File: config.mk
export PLATFORM = sky130hd
export DESIGN_NAME = op_handler_dispatcher
export DESIGN_NICKNAME = d
export VERILOG_FILES = /design/src/rtl/op_handler_dispatcher.sv
export SDC_FILE = /design/constraint.sdc
export NUM_CORES = 1
export LEC_CHECK = 0
export CORE_UTILIZATION = 34
export CTS_CLUSTER_DIAMETER = 80
export DETAILED_ROUTE_END_ITERATION = 10
export PLACE_DENSITY_LB_ADDON = 0.15
export RECOVER_POWER = 50
export SLEW_MARGIN = 25
export SYNTH_ARGS = -nofsm -noshare
export SYNTH_HDL_FRONTEND = slang
export SYNTH_SLANG_ARGS = --single-unit
File: constraint.sdc
create_clock -name clk -period 2.8 [get_ports clk]
set_clock_uncertainty 0.05 [all_clocks]
set_input_delay 0.56 -clock clk [delete_from_list [all_inputs] [get_ports clk]]
set_output_delay 0.56 -clock clk [all_outputs]
set_load 0.1 [all_outputs]
File: src/rtl/op_handler_dispatcher.sv
// One-op-in-flight dispatcher from op decode to NUM_HANDLERS handlers via a per-handler cmd mask.
// Optional WAIT watchdog enabled by defining OP_HANDLER_DISPATCHER_TIMEOUT_EN.
module op_handler_dispatcher #(
  parameter int unsigned NUM_HANDLERS   = 3,
  parameter int unsigned CMD_WIDTH      = 4,
  parameter int unsigned DATA_WIDTH     = 80,
  parameter int unsigned DEFAULT_CH     = NUM_HANDLERS - 1,
  parameter int unsigned TIMEOUT_CYCLES = 1000000,
  localparam int unsigned NUM_CMDS      = 2 ** CMD_WIDTH,
  localparam int unsigned CH_WIDTH      = $clog2(NUM_HANDLERS)
) (
  input  logic                             clk,
  input  logic                             reset,
  input  logic                             in_trigger,
  input  logic [CMD_WIDTH-1:0]             in_cmd,
  input  logic [DATA_WIDTH-1:0]            in_data,
  output logic                             in_ready,
  output logic                             in_done,
  input  logic [NUM_HANDLERS*NUM_CMDS-1:0] cmd_mask,
  output logic [NUM_HANDLERS-1:0]          out_trigger,
  output logic [DATA_WIDTH-1:0]            out_data,
  output logic [CMD_WIDTH-1:0]             out_cmd,
  input  logic [NUM_HANDLERS-1:0]          handler_done,
  output logic [CH_WIDTH-1:0]              active_ch,
  output logic                             overrun,
  output logic                             stray_done,
`ifdef OP_HANDLER_DISPATCHER_TIMEOUT_EN
  output logic                             timeout,
`endif
  input  logic                             error_clr
);

  if (NUM_HANDLERS < 2 || NUM_HANDLERS > 8 || DEFAULT_CH >= NUM_HANDLERS ||
      TIMEOUT_CYCLES == 0) begin : g_param_check
    $error("op_handler_dispatcher: illegal parameter combination");
  end

  typedef enum logic [1:0] {StIdle, StDispatch, StWait, StDone} state_e;

  state_e                  state_q, state_d;
  logic [CMD_WIDTH-1:0]    cmd_q;
  logic [DATA_WIDTH-1:0]   data_q;
  logic [CH_WIDTH-1:0]     active_ch_q;
  logic                    overrun_q, overrun_d;
  logic                    stray_q, stray_d;

  logic [NUM_HANDLERS-1:0] hit;
  logic [CH_WIDTH-1:0]     sel_ch;
  logic [NUM_HANDLERS-1:0] ch_onehot;
  logic                    accept;
  logic                    done_match;
  logic                    done_other;
  logic                    timeout_hit;

  // Per-handler acceptance of the incoming command; mask is only consulted here.
  for (genvar h = 0; h < NUM_HANDLERS; h++) begin : g_hit
    logic [NUM_CMDS-1:0] mask_row;
    assign mask_row = cmd_mask[h*NUM_CMDS +: NUM_CMDS];
    assign hit[h]   = mask_row[in_cmd];
  end

  always_comb begin
    sel_ch = CH_WIDTH'(DEFAULT_CH);
    for (int i = int'(NUM_HANDLERS) - 1; i >= 0; i--) begin
      if (hit[i]) sel_ch = CH_WIDTH'(i);
    end
  end

  assign accept     = (state_q == StIdle) && in_trigger;
  assign ch_onehot  = NUM_HANDLERS'(1) << active_ch_q;
  assign done_match = (state_q == StWait) && |(handler_done & ch_onehot);
  // Outside WAIT every done is unexpected, including the selected handler's.
  assign done_other = (state_q == StWait) ? |(handler_done & ~ch_onehot) : |handler_done;

`ifdef OP_HANDLER_DISPATCHER_TIMEOUT_EN
  localparam int unsigned CNT_WIDTH = $clog2(TIMEOUT_CYCLES + 1);

  logic [CNT_WIDTH-1:0] wait_cnt_q, wait_cnt_d;
  logic                 timeout_q, timeout_d;

  assign timeout_hit = (state_q == StWait) && !done_match &&
                       (wait_cnt_q == CNT_WIDTH'(TIMEOUT_CYCLES - 1));

  always_comb begin
    wait_cnt_d = wait_cnt_q;
    if (state_q == StDispatch) begin
      wait_cnt_d = '0;
    end else if (state_q == StWait) begin
      wait_cnt_d = wait_cnt_q + 1'b1;
    end
    timeout_d = (timeout_q & ~error_clr) | timeout_hit;
  end

  always_ff @(posedge clk or posedge reset) begin
    if (reset) begin
      wait_cnt_q <= '0;
      timeout_q  <= 1'b0;
    end else begin
      wait_cnt_q <= wait_cnt_d;
      timeout_q  <= timeout_d;
    end
  end

  assign timeout = timeout_q;
`else
  assign timeout_hit = 1'b0;
`endif

  // State register
  always_ff @(posedge clk or posedge reset) begin
    if (reset) begin
      state_q <= StIdle;
    end else begin
      state_q <= state_d;
    end
  end

  // Next-state logic
  always_comb begin
    state_d = state_q;
    case (state_q)
      StIdle:     if (in_trigger) state_d = StDispatch;
      StDispatch: state_d = StWait;
      StWait:     if (done_match || timeout_hit) state_d = StDone;
      StDone:     state_d = StIdle;
      default:    state_d = StIdle;
    endcase
  end

  // Outputs decoded from the registered state only
  always_comb begin
    in_ready    = (state_q == StIdle);
    in_done     = (state_q == StDone);
    out_trigger = (state_q == StDispatch) ? ch_onehot : '0;
  end

  // Sticky flags: a new violation wins over a same-cycle clear.
  always_comb begin
    overrun_d = (overrun_q & ~error_clr) | (in_trigger && (state_q != StIdle));
    stray_d   = (stray_q & ~error_clr) | done_other;
  end

  always_ff @(posedge clk or posedge reset) begin
    if (reset) begin
      cmd_q       <= '0;
      data_q      <= '0;
      active_ch_q <= '0;
      overrun_q   <= 1'b0;
      stray_q     <= 1'b0;
    end else begin
      if (accept) begin
        cmd_q       <= in_cmd;
        data_q      <= in_data;
        active_ch_q <= sel_ch;
      end
      overrun_q <= overrun_d;
      stray_q   <= stray_d;
    end
  end

  assign out_cmd    = cmd_q;
  assign out_data   = data_q;
  assign active_ch  = active_ch_q;
  assign overrun    = overrun_q;
  assign stray_done = stray_q;

endmodule

==> results.json <==
{
  "status": "finished, violations left",
  "violations": "DRC",
  "coreArea_um2": 10800,
  "multi_input_area_um2": 1450,
  "synth_seq_cells": 90,
  "grt_overflow": 0,
  "hold_violations": 0,
  "grt_pass1_wl_mm": 14.1,
  "setup_viol": 0,
  "critical_path_buf_inv_count": 1,
  "vias": 2779,
  "design_area_um2": 5900,
  "top_usage_layer": "met2",
  "crit_end": "out_data[64]",
  "met1_usage_pct": 19.5,
  "holdWs_ns": 0.451,
  "syn-cell-area_um2": 3770,
  "startpoint_type": "register",
  "final.period_utilization_pct": 78.5,
  "endpoint_kind": "output pin",
  "ant_nets": 0,
  "synth_top_cells_by_count": "90 x dfrtp_1, 84 x mux2_2, 10 x mux2i_1, 6 x inv_1, 5 x buf_1",
  "async_flop_share_pct": 100,
  "hold_path_depth": 1,
  "cts.path.max_buffers": 2,
  "synth.distinct_cells": 29,
  "path_class": "reg2out",
  "synthCells": 242,
  "synth.net_count": 385,
  "area_delta_synth_final_pct": 56.4,
  "critical-path-top-delay-family": "buffers and inverters",
  "critPathLaunch": "out_data[64]$_DFFE_PP0P_",
  "dieHeight_um": 107,
  "hold_class": "reg2reg",
  "fin_setup_tns_ns": 0,
  "cp_slowest_cell": "clkbuf_1",
  "worst_slew_pin_slew_ns": 1.21,
  "post-cts-setup-buffers": 0,
  "timing.reg2reg.setup_slack_ns": 0.89,
  "maxCapViolCount": 0,
  "ff2ff_path_depth": 5,
  "drtIter0Drc": 76,
  "grt_use_total_pct": 16.1,
  "synth_edf_count": 0,
  "antenna_found_initial": 0,
  "crit_cells": 1,
  "cp_slowest_stage_delay_ns": 0.88,
  "htree_levels": 3,
  "cts_tree": "built",
  "die_w_um": 107,
  "drive_gt1_share_pct": 34.8,
  "critical_path_arrival_ns": 1.59,
  "viasPerCell": 4.59,
  "synth_top_flop_cell": "dfrtp_1",
  "yosys-top-cells-area": "dfrtp_1 60%, mux2_2 25%, mux2i_1 2.7%",
  "firstDrtPassIters": 7,
  "die_area_um2": 11500,
  "r2r-end": "out_data[22]$_DFFE_PP0P_",
  "maxSlewHeadroom_pct": 19.4,
  "rsz0062_at_grt": "false",
  "cts_made_buffers": 9,
  "cp.required_ns": 2.19,
  "yosysMostFrequentCell": "dfrtp_1",
  "placed_cell_area_um2": 5900,
  "use_met2_pct": 27.2,
  "synth_area_per_cell_um2": 15.6,
  "synth_top_area_cell": "dfrtp_1",
  "cts.sinks": 90,
  "synth_top_area_share_pct": 59.7,
  "cts_hold_buffers": 0,
  "num-nets-final": 603,
  "seq_area_frac_synth_pct": 59.7,
  "path_cells": "clkbuf_1",
  "io_buffers": 215,
  "initial_core_util_pct": 34.8,
  "grt_max_degree": 91,
  "n_fill_cell": 1009,
  "num_antenna_cells": 0,
  "r2r_start": "state_q[0]$_DFFE_PP0P_",
  "yosysWarnings": 0,
  "drc": 2,
  "fp-row-count": 38,
  "io_pins": 232,
  "maxSlewViolCount": 0,
  "gp_congestion": 0.692,
  "use_met3_pct": 5.15,
  "place_hpwl_mm": 6.92,
  "seq_area_um2": 2250,
  "cts_resized": 0,
  "fmax_mhz": 455,
  "grt_pass1_vias": 2830,
  "fin_crit_ns": 2.20,
  "wl_mm": 9.08,
  "root_buffer": "clkbuf_8",
  "worstPathMaxFanout": 2,
  "drt-wirelength-per-cell_um": 15.0,
  "clk_latency_ns": 0.35,
  "clk_pin_slew_ns": 0.10
}
-- worst register-to-register path: stages (launching register included) --
cell     delay (ns)
dfrtp_1        0.38
inv_1          0.08
ha_1           0.28
nand2_4        0.36
buf_4          0.29
mux2_2         0.35
-- state kept, by name, summed over array words and instances, names as in the netlist --
register,count
out_data,80
out_cmd,4
active_ch,2
state_q,2
overrun,1
stray_done,1
-- per-layer routing --
layer / vias to the layer above / share of wire (%)
met3: 10 / 8.7
met2: 126 / 48
li1: 1299 / -
met1: 1344 / 42
met5: - / 0
met4: 0 / 1.3
-- cell families after synthesis --
family / after synthesis / synth area share [%]
buffers and inverters: 19 / 2.65
muxes: 100 / 31.6
AOI/OAI and AO/OA: 10 / 1.92
DFF: 90 / 59.7
and+or+nand+nor: 19 / 2.85
adders and majority gates: 4 / 1.33
-- cell type report --
class	count	share of cell area, %
clock buffer	10	2.16
inverter	6	0.445
clock inverter	6	0.827
tap	140	2.97
sequential	90	38.2
multi-input combinational	133	24.6
timing repair buffer	220	30.8
-- metrics by stage --
stage	cells	utilization (%)	setup WS (ns)
6_report	605	54.5	0.602
5_1_grt	605	54.5	0.498
4_1_cts	605	56.1	0.582
3_5_place_dp	589	54.4	0.345
3_3_place_gp	589	54.4	0.384
2_1_floorplan	242	-	0.0260
-- worst min-delay path by stage --
stage / start / to / slack [ns]
detailed placement: out_cmd[3]$_DFFE_PP0P_ / out_cmd[3]$_DFFE_PP0P_ / 0.42
finish: out_cmd[3]$_DFFE_PP0P_ / out_cmd[3]$_DFFE_PP0P_ / 0.45
CTS: out_cmd[3]$_DFFE_PP0P_ / out_cmd[3]$_DFFE_PP0P_ / 0.45
global route: out_cmd[3]$_DFFE_PP0P_ / out_cmd[3]$_DFFE_PP0P_ / 0.47
global placement: out_cmd[3]$_DFFE_PP0P_ / out_cmd[3]$_DFFE_PP0P_ / 0.41
floorplan: state_q[1]$_DFFE_PP0P_ / state_q[1]$_DFFE_PP0P_ / 0.48
-- cell usage in the layout, fill, tap and decap left out, types with 2 or more instances in the layout --
cell type	synthesis	layout
mux4_1	3	3
dfrtp_1	90	90
clkbuf_8	0	9
nand3b_1	4	4
inv_6	0	3
nor2_1	4	4
inv_1	6	5
clkdlybuf4s50_1	0	121
mux4_2	3	3
buf_12	1	2
clkbuf_1	2	44
ha_1	4	4
mux2_2	84	84
nor3b_4	0	2
o21ai_1	2	2
and3_1	2	2
buf_4	0	52
mux2i_1	10	10
nand2_1	4	3
clkinv_4	0	2
Power is not shown: default switching activity piles up to over one toggle a cycle in this logic, so the estimate is an artifact.
